[config.mk]
export PLATFORM = sky130hd
export DESIGN_NAME = mdu_iter
export DESIGN_NICKNAME = d
export VERILOG_FILES = /design/src/rtl/mdu_iter.sv
export SDC_FILE = /design/constraint.sdc
export NUM_CORES = 1
export LEC_CHECK = 0
export CAP_MARGIN = 20
export CORE_MARGIN = 2
export CORE_UTILIZATION = 45
export DETAILED_ROUTE_END_ITERATION = 10
export HOLD_SLACK_MARGIN = 0.08
export PLACE_DENSITY = 0.76
export SLEW_MARGIN = 20
export SYNTH_ARGS = -nofsm -noshare
export SYNTH_HDL_FRONTEND = slang
export SYNTH_SLANG_ARGS = --single-unit
[constraint.sdc]
create_clock -name clk -period 10.1 [get_ports clk]
set_input_delay 1.01 -clock clk [delete_from_list [all_inputs] [get_ports clk]]
set_output_delay 1.01 -clock clk [all_outputs]
set_load 0.01 [all_outputs]
[src/rtl/mdu_iter.sv]
// rtl/mdu_iter.sv - iterative RV32M multiply/divide unit; define MDU_EARLY_OUT_EN to retire div-by-zero/overflow without iterating
module mdu_iter #(
    parameter int XLEN  = 32,
    parameter int CNT_W = 6
) (
    input  logic            clk,
    input  logic            rst,
    input  logic            start,
    input  logic            kill,
    input  logic [2:0]      funct3,
    input  logic [XLEN-1:0] op_a,
    input  logic [XLEN-1:0] op_b,
    input  logic [4:0]      rd_addr,
    output logic            busy,
    output logic            done,
    output logic            wb_en,
    output logic [4:0]      wb_addr,
    output logic [XLEN-1:0] wb_data
);

    localparam int W2 = 2 * XLEN;

    typedef enum logic [1:0] {
        S_IDLE,
        S_BUSY,
        S_DONE
    } state_t;

    state_t            state_q, state_d;
    logic [CNT_W-1:0]  cnt_q, cnt_d;
    logic [2:0]        f3_q, f3_d;
    logic [W2-1:0]     acc_q, acc_d;     // mul: {product_hi, multiplier}; div: {rem, quot}
    logic [XLEN-1:0]   dvs_q, dvs_d;     // multiplicand or divisor magnitude
    logic              neg_q, neg_d;     // sign to apply to the selected result
    logic              div0_q, div0_d;
    logic              ovf_q, ovf_d;
    logic [XLEN-1:0]   a_raw_q, a_raw_d; // untouched dividend for REM by zero
    logic [4:0]        rd_q, rd_d;
    logic [XLEN-1:0]   wb_data_q, wb_data_d;

    // launch-time preprocessing signals
    logic              signed_a, signed_b, sa, sb;
    logic [XLEN-1:0]   abs_a, abs_b;
    logic              neg_in, div0_in, ovf_in;

    // single iteration datapath signals
    logic              is_div;
    logic [XLEN-1:0]   mul_addend;
    logic [XLEN+1:0]   add_a, add_b, sum;
    logic              no_borrow;
    logic [W2-1:0]     acc_step;

    logic              launch;

    // Final sign fix-up and result select; special cases bypass sign correction.
    function automatic logic [XLEN-1:0] finish_res(
        input logic [2:0]      f3,
        input logic [W2-1:0]   acc,
        input logic            neg,
        input logic            div0,
        input logic            ovf,
        input logic [XLEN-1:0] a_raw
    );
        logic [W2-1:0]   prod;
        logic [XLEN-1:0] part;
        if (div0) begin
            finish_res = f3[1] ? a_raw : {XLEN{1'b1}};
        end else if (ovf) begin
            finish_res = f3[1] ? {XLEN{1'b0}} : {1'b1, {(XLEN-1){1'b0}}};
        end else if (!f3[2]) begin
            prod = neg ? -acc : acc;
            finish_res = (f3[1:0] == 2'd0) ? prod[XLEN-1:0] : prod[W2-1:XLEN];
        end else begin
            part = f3[1] ? acc[W2-1:XLEN] : acc[XLEN-1:0];
            finish_res = neg ? -part : part;
        end
    endfunction

    // Operand magnitudes, result sign and corner-case flags from the raw inputs
    always_comb begin
        signed_a = (funct3 == 3'd1) || (funct3 == 3'd2) || (funct3 == 3'd4) || (funct3 == 3'd6);
        signed_b = (funct3 == 3'd1) || (funct3 == 3'd4) || (funct3 == 3'd6);
        sa       = signed_a & op_a[XLEN-1];
        sb       = signed_b & op_b[XLEN-1];
        abs_a    = sa ? -op_a : op_a;
        abs_b    = sb ? -op_b : op_b;
        case (funct3)
            3'd1, 3'd4: neg_in = sa ^ sb;
            3'd2, 3'd6: neg_in = sa;
            default:    neg_in = 1'b0;
        endcase
        div0_in = funct3[2] && (op_b == {XLEN{1'b0}});
        ovf_in  = ((funct3 == 3'd4) || (funct3 == 3'd6))
                  && (op_a == {1'b1, {(XLEN-1){1'b0}}})
                  && (op_b == {XLEN{1'b1}});
    end

    // One shift-add or restoring-divide step through a shared adder
    always_comb begin
        is_div     = f3_q[2];
        mul_addend = acc_q[0] ? dvs_q : {XLEN{1'b0}};
        if (is_div) begin
            add_a = {1'b0, acc_q[W2-1:XLEN-1]};
            add_b = ~{2'b00, dvs_q};
        end else begin
            add_a = {2'b00, acc_q[W2-1:XLEN]};
            add_b = {2'b00, mul_addend};
        end
        sum       = add_a + add_b + {{(XLEN+1){1'b0}}, is_div};
        no_borrow = ~sum[XLEN+1];
        if (is_div) begin
            acc_step = {(no_borrow ? sum[XLEN-1:0] : acc_q[W2-2:XLEN-1]),
                        acc_q[XLEN-2:0], no_borrow};
        end else begin
            acc_step = {sum[XLEN:0], acc_q[XLEN-1:1]};
        end
    end

    // Next-state logic: launch, iterate, finish, abort
    always_comb begin
        state_d   = state_q;
        cnt_d     = cnt_q;
        f3_d      = f3_q;
        acc_d     = acc_q;
        dvs_d     = dvs_q;
        neg_d     = neg_q;
        div0_d    = div0_q;
        ovf_d     = ovf_q;
        a_raw_d   = a_raw_q;
        rd_d      = rd_q;
        wb_data_d = wb_data_q;
        launch    = start && !kill;

        case (state_q)
            S_IDLE, S_DONE: begin
                state_d = S_IDLE;
                if (launch) begin
                    state_d = S_BUSY;
                    cnt_d   = {CNT_W{1'b0}};
                    f3_d    = funct3;
                    acc_d   = {{XLEN{1'b0}}, (funct3[2] ? abs_a : abs_b)};
                    dvs_d   = funct3[2] ? abs_b : abs_a;
                    neg_d   = neg_in;
                    div0_d  = div0_in;
                    ovf_d   = ovf_in;
                    a_raw_d = op_a;
                    rd_d    = rd_addr;
`ifdef MDU_EARLY_OUT_EN
                    if (div0_in || ovf_in) begin
                        state_d   = S_DONE;
                        wb_data_d = finish_res(funct3, {W2{1'b0}}, 1'b0, div0_in, ovf_in, op_a);
                    end
`endif
                end
            end
            S_BUSY: begin
                if (kill) begin
                    state_d = S_IDLE;
                end else begin
                    acc_d = acc_step;
                    cnt_d = cnt_q + CNT_W'(1);
                    if (cnt_q == CNT_W'(XLEN - 1)) begin
                        state_d   = S_DONE;
                        wb_data_d = finish_res(f3_q, acc_step, neg_q, div0_q, ovf_q, a_raw_q);
                    end
                end
            end
            default: state_d = S_IDLE;
        endcase
    end

    // State and datapath registers with asynchronous clear
    always_ff @(posedge clk or posedge rst) begin
        if (rst) begin
            state_q   <= S_IDLE;
            cnt_q     <= {CNT_W{1'b0}};
            f3_q      <= 3'd0;
            acc_q     <= {W2{1'b0}};
            dvs_q     <= {XLEN{1'b0}};
            neg_q     <= 1'b0;
            div0_q    <= 1'b0;
            ovf_q     <= 1'b0;
            a_raw_q   <= {XLEN{1'b0}};
            rd_q      <= 5'd0;
            wb_data_q <= {XLEN{1'b0}};
        end else begin
            state_q   <= state_d;
            cnt_q     <= cnt_d;
            f3_q      <= f3_d;
            acc_q     <= acc_d;
            dvs_q     <= dvs_d;
            neg_q     <= neg_d;
            div0_q    <= div0_d;
            ovf_q     <= ovf_d;
            a_raw_q   <= a_raw_d;
            rd_q      <= rd_d;
            wb_data_q <= wb_data_d;
        end
    end

    assign busy    = (state_q == S_BUSY);
    assign done    = (state_q == S_DONE);
    assign wb_en   = done;
    assign wb_addr = rd_q;
    assign wb_data = wb_data_q;

endmodule

==> impl_metrics.yaml <==
outcome:
  status: "complete, no violations"
clock_network:
  cts_tree: "yes"
  cts_buffers: 17
  cts_max_path_buffers: 2
  clockRootBuffer: "clkbuf_16"
  cts_setup_buffers: 0
  holdBufCountCts: 0
  ctsHtreeMaxLevel: 4
  clock_latency_ns: 0.47
  cts.sinks: 179
  cts_resized: 0
  clkTransAtPathRegs_ns: 0.08
die:
  die_area_um2: 39220
  start_util_pct: 45.30
  fp.dieW_um: 198.0
  core_area_um2: 37400
  placementRows: 71
  die_y_um: 198.0
  ios: 116
final_layout:
  layout-drive-gt1-share_pct: 6.585
  fin_util_pct: 50.77
  area_growth_pct: 12.07
  layout.nets: 2457
power_and_ir_drop:
  leakage_nw: 7.620
  vdd_drop_max_v: 0.0001522
  switching_power_mw: 2.691
  p_seq_share_pct: 22.8
  combPwrFrac_pct: 62.8
  sw_frac_of_total_pct: 53.97
  powerDensity_nw_per_um2: 262.5
  p_clk_share_pct: 14.5
  finalPower_mw: 4.985
  internal-power_mw: 2.295
logic_synthesis:
  yosysMostFrequentCell: "nand2_1"
  synth.avg_cell_area_um2: 7.253
  post_synth_num_cell_types: 97
  syn-num-nets: 2452
  yosysWarnings: 0
  synth_edf_count: 0
  seq_area_frac_synth_pct: 26.44
  synth-async-reset-ratio_pct: 100.0
  synthCells: 2336
  syn_area_um2: 16940
  synthFlopType: "dfrtp_1"
  synth_area_leader_cell: "dfrtp_1"
  yosysTopAreaCellShare_pct: 26.44
  ys_top_cells_by_count: "388 x nand2_1, 267 x o21ai_0, 246 x nor2_1"
  synth_area_leaders: "dfrtp_1 26%, nand2_1 8.6%, o21ai_0 7.9%, nor2_1 5.4%, a21oi_1 5.3%"
  synth_seq_cells: 179
sta:
  slew_headroom_pct: 26.84
  skew_ns: 0.01498
  hold-worst-slack_ns: 0.4776
  period_needed_ns: 8.001
  tightest_slew_ns: 1.083
  setup_viol: 0
  fmax_mhz: 125.0
  hold_viol_final: 0
  rsz0062_at_grt: "no"
  tns_ns: 0
  slew_violations: 0
  fin_crit_sh_pct: 79.22
detailed_routing:
  vias: 18790
  dr.pass1.iters: 8
  viasPerCell: 6.555
  drc_errors: 0
  wl_per_cell_um: 24.51
  drt_iter0_drc: 2701
  final_antenna_net_count: 0
  routed_wl_mm: 70.28
placement:
  routabilityCongestion: 1.011
  io_buffer_count: 115
  dp.final_hpwl_mm: 53.46
setup_path:
  cp-end-kind: "register"
  crit_chain: "inv_2 -> o21ai_0 -> fa_1 -> a211oi_1 -> o21ai_1 -> a31oi_1 -> a21boi_1 -> o22ai_1 -> ha_1 -> o211ai_1 -> o21bai_1 -> nor4_1 -> nand2_1 -> nor4b_1 -> nand2_1 -> nor3_1 -> a31oi_1 -> xnor2_1 -> o21ai_0 -> o21ai_0 -> a21o_1"
  critPathMaxFanout: 44
  slowest_stage: "inv_2"
  start_kind: "register"
  crit_top_cell: "o21ai_0"
  crit_type: "register to register"
  crit_arrival_ns: 8.41
  required_ns: 10.51
  cp_slowest_stage_delay_ns: 0.73
global_routing:
  grt_max_degree: 109
  grt_pass1_wl_mm: 104.2
  grt_usage_pct: 35.37
  grt_pass1_vias: 17130
  gr-total-overflow: 0
  antenna_found_initial: 2
run:
  maxCapViolCount: 0
min_path:
  hp-class: "register to register"
-- kinds of logic (layout without fill, tap and decap cells) --
family                   count (synthesis)  in the layout  synth area share, %
adder cells (fa/ha/maj)                 40             40                3.042
multiplexers                            82             82                5.140
AND/OR/NAND/NOR                        924            924                25.11
XOR/XNOR                               135            135                6.978
AO/OA/AOI/OAI                          773            773                28.54
other                                    0              2                    0
buffers and inverters                  203            221                4.755
flip-flops                             179            179                26.44
-- power by group through the flow --
stage | clock network [mW] | registers (mW) | logic, mW
after global placement | 0 | 1.12 | 2.98
final | 0.721 | 1.13 | 3.13
after floorplan | 0 | 0.996 | 2.16
after CTS | 0.723 | 1.11 | 3.02
after detailed placement | 0 | 1.13 | 3.01
after global routing | 0.752 | 1.14 | 3.34
-- critical path: cells and delay by family, from the launching register on --
family	cells	cell delay, ns
compound gates	12	3.64
simple gates	5	1.88
fa+ha+maj	2	0.82
buf+inv	1	0.73
flops	1	0.62
xor+xnor	1	0.21
-- state kept, by name, indices dropped and copies added, names as in the netlist --
signal	cells
ovf_q	1
dvs_q	32
wb_data	32
acc_q	64
a_raw_q	32
neg_q	1
div0_q	1
cnt_q	6
wb_addr	5
state_q	2
f3_q	3
-- cell type report --
type	instances	area [um2]
sequential	179	4486
multi-input combinational	1954	11680
inverter	43	166.4
timing repair buffer	146	1379
clock buffer	17	425.4
fill	3688	18410
clock inverter	15	206.4
tap	511	639.4
antenna	2	5.005
-- metal layers --
layer / up-vias / part of all wire, % / global-route usage (%)
li1: 8512 / - / -
met1: 8990 / 41 / 47.40
met2: 1114 / 43 / 53.55
met3: 177 / 10 / 8.431
met4: 0 / 5.3 / 16.93
met5: - / 0 / 0
-- cell usage in the layout, fill, tap and decap left out, types with 12 or more instances in the layout --
cell / count
or3_1: 21
o31ai_1: 23
inv_1: 37
nand3_1: 31
mux2i_1: 42
clkdlybuf4s50_1: 114
or2_2: 15
o211ai_1: 32
and3_1: 12
ha_1: 38
o21ai_0: 267
xor2_1: 56
nand4_1: 28
nand2b_1: 19
nor4_1: 20
o22ai_1: 17
nand2_1: 388
a221oi_1: 13
a21oi_1: 181
nor3_1: 58
a211o_1: 14
a31oi_1: 42
mux2_2: 40
dfrtp_1: 176
a21o_1: 18
a211oi_1: 21
or4_1: 12
buf_4: 31
xnor2_1: 79
clkbuf_16: 17
o221ai_1: 28
and2_1: 13
nor2_1: 243
-- metrics by stage --
stage                     setup slack, ns  std cells  cell area, um2
final                               2.099       2867           18990
after CTS                           2.439       2865           18980
after global placement              2.533       2833           18350
after global routing                1.852       2865           18980
after detailed placement            2.500       2833           18350
after floorplan                     2.378       2336           16940
-- final timing paths --
| kind | from | endpoint | slack (ns) | cells past startpoint |
|---|---|---|---|---|
| setup / recovery | f3_q[2] | wb_data[6] | 2.10 | 21 |
| hold / removal | a_raw_q[19] | a_raw_q[19] | 0.48 | 2 |
| setup reg to reg | f3_q[2] | wb_data[6] | 2.10 | 21 |
| hold reg to reg | a_raw_q[19] | a_raw_q[19] | 0.48 | 2 |
| max in group asynchronous | rst | f3_q[2] | 7.59 | 3 |
| min in group asynchronous | rst | dvs_q[19] | 0.98 | 2 |
Power figures use the tool's default switching activity.
